<file path="src/rtl/sram_controller_pkg.sv">
// sram_controller_pkg
// Shared definitions for the SRAM controller: FSM state encoding, the
// data-memory base address that maps to SRAM halfword 0, and bus widths.
package sram_controller_pkg;

  typedef enum logic [2:0] {
    IDLE  = 3'd0,
    RD_LO = 3'd1,
    RD_HI = 3'd2,
    WR_LO = 3'd3,
    WR_HI = 3'd4,
    DONE  = 3'd5
  } state_t;

  localparam logic [31:0] DMEM_BASE   = 32'd1024;
  localparam int          WORD_W      = 32;
  localparam int          SRAM_ADDR_W = 18;
  localparam int          SRAM_DATA_W = 16;
  // Wide enough for any phase length up to 15 cycles.
  localparam int          CNT_W       = 4;

endpackage

</file>
<file path="src/rtl/sram_phase_counter.sv">
// sram_phase_counter
// Times one SRAM access phase: counts 0..WAIT_CYCLES-1 while enabled.
// Ports:
//   clk    - clock
//   rst    - asynchronous active-low reset
//   clear  - synchronous clear, asserted on every phase change
//   enable - count while a LO/HI phase is active
//   last   - current cycle is the final cycle of the phase
module sram_phase_counter
  import sram_controller_pkg::*;
#(
  parameter int WAIT_CYCLES = 5
) (
  input  logic clk,
  input  logic rst,
  input  logic clear,
  input  logic enable,
  output logic last
);

  localparam logic [CNT_W-1:0] LAST_VAL = CNT_W'(WAIT_CYCLES - 1);

  logic [CNT_W-1:0] r_count;

  always_ff @(posedge clk or negedge rst) begin
    if (!rst) begin
      r_count <= '0;
    end else if (clear) begin
      r_count <= '0;
    end else if (enable) begin
      r_count <= last ? '0 : r_count + CNT_W'(1);
    end
  end

  assign last = (r_count == LAST_VAL);

endmodule

</file>
<file path="src/rtl/sram_controller.sv">
// sram_controller
// Splits each 32-bit load/store from the MEM stage into two 16-bit SRAM
// accesses (LO then HI halfword), each lasting WAIT_CYCLES cycles.
// Ports:
//   clk, rst            - clock, asynchronous active-low reset
//   wr_en, rd_en        - store / load request (store wins when both set)
//   address, write_data - byte address and store data
//   read_data           - assembled load word, held until the next load
//   ready               - low while an access is in progress
//   sram_addr           - SRAM halfword address
//   sram_dq_in/out/oe   - SRAM data bus (read, write, drive enable)
//   sram_we_n           - SRAM write strobe, active-low
module sram_controller
  import sram_controller_pkg::*;
#(
  parameter int WAIT_CYCLES = 5
) (
  input  logic                   clk,
  input  logic                   rst,
  input  logic                   wr_en,
  input  logic                   rd_en,
  input  logic [WORD_W-1:0]      address,
  input  logic [WORD_W-1:0]      write_data,
  output logic [WORD_W-1:0]      read_data,
  output logic                   ready,
  output logic [SRAM_ADDR_W-1:0] sram_addr,
  input  logic [SRAM_DATA_W-1:0] sram_dq_in,
  output logic [SRAM_DATA_W-1:0] sram_dq_out,
  output logic                   sram_dq_oe,
  output logic                   sram_we_n
);

  state_t                 r_state;
  state_t                 w_state_next;
  logic [WORD_W-1:0]      r_addr;
  logic [WORD_W-1:0]      r_wdata;
  logic [WORD_W-1:0]      r_read_data;
  logic [SRAM_ADDR_W-2:0] w_index;
  logic                   w_last;
  logic                   w_clear;
  logic                   w_enable;

  // Word index within the SRAM: byte offset from the data-memory base,
  // divided by four. Addresses below the base wrap modulo 2^32.
  assign w_index = (SRAM_ADDR_W-1)'((r_addr - DMEM_BASE) >> 2);

  assign w_enable = (r_state == RD_LO) || (r_state == RD_HI) ||
                    (r_state == WR_LO) || (r_state == WR_HI);
  // Restart the phase timer whenever the state moves on.
  assign w_clear  = (r_state != w_state_next);

  sram_phase_counter #(
    .WAIT_CYCLES(WAIT_CYCLES)
  ) u_phase_counter (
    .clk    (clk),
    .rst    (rst),
    .clear  (w_clear),
    .enable (w_enable),
    .last   (w_last)
  );

  always_ff @(posedge clk or negedge rst) begin
    if (!rst) begin
      r_state <= IDLE;
    end else begin
      r_state <= w_state_next;
    end
  end

  // Bus outputs decode straight from the state register, so an
  // asynchronous reset releases the write strobe in the same instant.
  always_comb begin
    w_state_next = r_state;
    sram_addr    = '0;
    sram_dq_out  = '0;
    sram_dq_oe   = 1'b0;
    sram_we_n    = 1'b1;
    case (r_state)
      IDLE: begin
        if (wr_en) begin
          w_state_next = WR_LO;
        end else if (rd_en) begin
          w_state_next = RD_LO;
        end
      end
      RD_LO: begin
        sram_addr = {w_index, 1'b0};
        if (w_last) w_state_next = RD_HI;
      end
      RD_HI: begin
        sram_addr = {w_index, 1'b1};
        if (w_last) w_state_next = DONE;
      end
      WR_LO: begin
        sram_addr   = {w_index, 1'b0};
        sram_dq_out = r_wdata[15:0];
        sram_dq_oe  = 1'b1;
        sram_we_n   = 1'b0;
        if (w_last) w_state_next = WR_HI;
      end
      WR_HI: begin
        sram_addr   = {w_index, 1'b1};
        sram_dq_out = r_wdata[31:16];
        sram_dq_oe  = 1'b1;
        sram_we_n   = 1'b0;
        if (w_last) w_state_next = DONE;
      end
      DONE: begin
        w_state_next = IDLE;
      end
      default: begin
        w_state_next = IDLE;
      end
    endcase
  end

  // Request capture: later changes on the inputs cannot disturb an access.
  always_ff @(posedge clk or negedge rst) begin
    if (!rst) begin
      r_addr  <= '0;
      r_wdata <= '0;
    end else if (r_state == IDLE) begin
      if (wr_en) begin
        r_addr  <= address;
        r_wdata <= write_data;
      end else if (rd_en) begin
        r_addr  <= address;
      end
    end
  end

  // Sample the SRAM at the end of each read phase, when the data has had
  // the full phase to settle.
  always_ff @(posedge clk or negedge rst) begin
    if (!rst) begin
      r_read_data <= '0;
    end else if (w_last) begin
      if (r_state == RD_LO) begin
        r_read_data[15:0] <= sram_dq_in;
      end else if (r_state == RD_HI) begin
        r_read_data[31:16] <= sram_dq_in;
      end
    end
  end

  assign read_data = r_read_data;
  assign ready     = ((r_state == IDLE) && !wr_en && !rd_en) || (r_state == DONE);

endmodule

</file>
<file path="config.mk">
export PLATFORM = sky130hd
export DESIGN_NAME = sram_controller
export DESIGN_NICKNAME = d
export VERILOG_FILES = /design/src/rtl/sram_controller_pkg.sv /design/src/rtl/sram_phase_counter.sv /design/src/rtl/sram_controller.sv
export SDC_FILE = /design/constraint.sdc
export NUM_CORES = 1
export LEC_CHECK = 0
export BUFFER_PORTS_ARGS = -buffer_cell sky130_fd_sc_hd__buf_4
export CAP_MARGIN = 25
export CORE_ASPECT_RATIO = 1.25
export CORE_MARGIN = 2
export CORE_UTILIZATION = 51
export CTS_BUF_LIST = sky130_fd_sc_hd__clkbuf_4
export CTS_CLUSTER_SIZE = 12
export DETAILED_ROUTE_END_ITERATION = 12
export PLACE_DENSITY = 0.91
export SYNTH_ARGS = -nofsm -noshare
export SYNTH_HDL_FRONTEND = slang
export SYNTH_SLANG_ARGS = --single-unit
export TNS_END_PERCENT = 30
</file>
<file path="constraint.sdc">
create_clock -name clk -period 2.1 [get_ports clk]
set_input_delay 0.21 -clock clk [delete_from_list [all_inputs] [get_ports clk]]
set_output_delay 0.21 -clock clk [all_outputs]
set_load 0.01 [all_outputs]
</file>
==> results_dict.tcl <==
set metrics [dict create \
    finalMaxSlewViolations 0 \
    drt_wl_total_mm 11.05 \
    final_cell_area_sq_um 6072 \
    finalPower_mw 8.476 \
    yosys-top-cells-count "dfrtp_1 (88), mux2_2 (43), mux2_1 (28)" \
    synth-edff-count 0 \
    start_util_pct 52.00 \
    root_buffer "clkbuf_4" \
    gp_congestion 0.7409 \
    clock_path_buffers 2 \
    die-area_sq_um 8582 \
    yosys_warnings 0 \
    yosysMostFrequentCell "dfrtp_1" \
    drive_above_1_share_pct 49.22 \
    vias_per_cell 5.364 \
    ios 153 \
    finalHoldViolations 0 \
    period_minus_slack_ps 2244 \
    drtPass1Iterations 4 \
    r2r_slack_ps 140 \
    fin_cells 605 \
    worst_slew_pin_slew_ps 449.7 \
    whs_ps 193.7 \
    critPathLaunchType "register" \
    cp-startpoint "r_addr[12]" \
    peakVddDrop_mv 0.8992 \
    yosys-top-cells-area "dfrtp_1 (55%), mux2_2 (12%), mux2_1 (7.9%)" \
    ys_seq_area_share_pct 54.98 \
    ff2ff_path_depth 6 \
    grt_pass1_vias 3312 \
    num-nets-final 592 \
    syn-num-nets 377 \
    worst_clock_skew_ps 12.66 \
    yosysTopAreaCell "dfrtp_1" \
    antennaDiodeCount 0 \
    postRouteAntennaNets 0 \
    cts_buffers 9 \
    setup_viol 4 \
    p_leak_nw 2.898 \
    grt_max_degree 58 \
    drc 0 \
    fin_util_pct 78.83 \
    die_h_microns 103.1 \
    vias 3245 \
    r2r-start "u_phase_counter.r_count[0]" \
    synth.top_cell.area_share_pct 54.98 \
    max_slew_margin_pct 69.91 \
    drv_cap 0 \
    hold-path-cell-count 4 \
    use_met1_pct 27.46 \
    worstSetupPathType "reg -> out" \
    status "complete, but fails checks" \
    power_density_nw_per_um2 1396 \
    tritoncts "done" \
    rows 36 \
    synthCells 290 \
    met3_usage_pct 5.364 \
    overflow 0 \
    hp-class "in -> reg" \
    synth_area_sq_um 4005 \
    synth_top_flop_cell "dfrtp_1" \
    cts_sinks 88 \
    cts.clk_slew.worst_paths_ps 120 \
    grt_usage_pct 24.86 \
    synth.distinct_cells 44 \
    placedCellCount 515 \
    synthArstFlopShare_pct 100.0 \
    r2r_end "read_data[11]" \
    ys_ff_latch 88 \
    cp.arrival_ps 2030 \
    synth.avg_cell_area_sq_um 13.81 \
    clk_latency_ps 440 \
    syn_to_final_growth_pct 51.61 \
    period_share_pct 106.8 \
    rsz0062_at_grt "true" \
    grt.busiest_layer "met2" \
    fin_ws_ps -143.7 \
    die_w_microns 83.26 \
    first_iter_violations 109 \
    cts-htree-levels 3 \
    violations "negative setup slack" \
    grt_pass1_wl_mm 16.50 \
    cp-end-kind "output pin" \
    grt_use_met2_pct 46.09 \
    core_sq_um 7702 \
    critPathMaxFanout 4 \
    port_buffers 137 \
    hpwlAfterDp_mm 6.374 \
    antenna_found_initial 0 \
    cp.required_ps 1890 \
    routedWlPerCell_microns 18.26 \
    clock.fmax_mhz 445.7 \
    crit_end "sram_addr[14]" \
    place_area_sq_um 5126 \
]
registers in the layout (all words and copies together), names as in the netlist:
signal	cells
r_addr	17
u_phase_counter.r_count	4
r_state	3
read_data	32
r_wdata	32
worst min path at each step:
| stage | to | from |
|---|---|---|
| 3_5_place_dp | r_wdata[9] | rst |
| 2_1_floorplan | r_addr[10] | rst |
| 5_1_grt | u_phase_counter.r_count[0] | rd_en |
| 3_3_place_gp | r_wdata[26] | rst |
| 4_1_cts | r_state[1] | wr_en |
| 6_report | r_state[1] | wr_en |
per-layer routing:
layer | routed length [microns] | vias to the layer above | part of all wire, %
li1 | - | 1491 | -
met1 | 4168 | 1588 | 38
met2 | 6022 | 137 | 55
met3 | 639 | 29 | 5.8
met4 | 215 | 0 | 1.9
met5 | 0 | - | 0
layout make-up:
cell class                 count  area, sq um
clock buffer                  13        97.59
clock inverter                 3        42.54
fill                         454         1630
inverter                       4        15.01
multi-input combinational    180         1732
sequential                    88         2206
tap                           95        118.9
timing repair buffer         222         1861
metrics by stage:
step / TNS, ps / setup slack [ps]
floorplan: 0 / 267.5
global placement: 0 / 241.5
detailed placement: 0 / 185.8
CTS: -476.4 / -170.9
global route: -719.8 / -200.0
finish: -478.9 / -143.7
critical path, stage by stage, from the launching register on:
cell and delay (ps):
dfrtp_1 440, or3_4 400, buf_4 160, or2_2 290, a21oi_1 170, buf_4 150
power by group:
part / switching [mW] / leakage (nW) / total (mW) / internal (mW)
sequential: 0.591 / 1.05 / 3.13 / 2.54
combinational: 1.87 / 1.76 / 4.38 / 2.51
clock: 0.550 / 0.0780 / 0.966 / 0.416
total: 3.01 / 2.90 / 8.48 / 5.46
what timing repair did:
item,in CTS,in global routing
hold buffers,66,0
setup endpoints to repair,35,29
hold endpoints to repair,111,0
gates resized for setup,16,6
pin swaps,3,3
setup buffers,5,3
cell usage in the layout (no fill, tap or decap), types with 4 or more instances in the layout:
| master | instances |
|---|---|
| and3_4 | 4 |
| buf_4 | 153 |
| nand3_1 | 4 |
| clkbuf_4 | 13 |
| mux2_4 | 10 |
| inv_1 | 4 |
| mux2_1 | 28 |
| dfrtp_1 | 85 |
| a22o_1 | 16 |
| mux2_2 | 43 |
| a21oi_1 | 7 |
| nor2_1 | 12 |
| o21ai_0 | 4 |
| and3_1 | 4 |
| dlygate4sd3_1 | 66 |
cell families (layout without fill, tap and decap cells):
kind of cell,Yosys count,after routing,share of synthesized area [%]
fa+ha+maj,3,3,0.9373
compound gates,43,43,7.747
simple gates,51,51,8.466
flops,88,88,54.98
mux,81,81,23.71
buf+inv,22,242,3.717
xor+xnor,2,2,0.4374
Note: power is estimated with default switching activity, not from simulation.
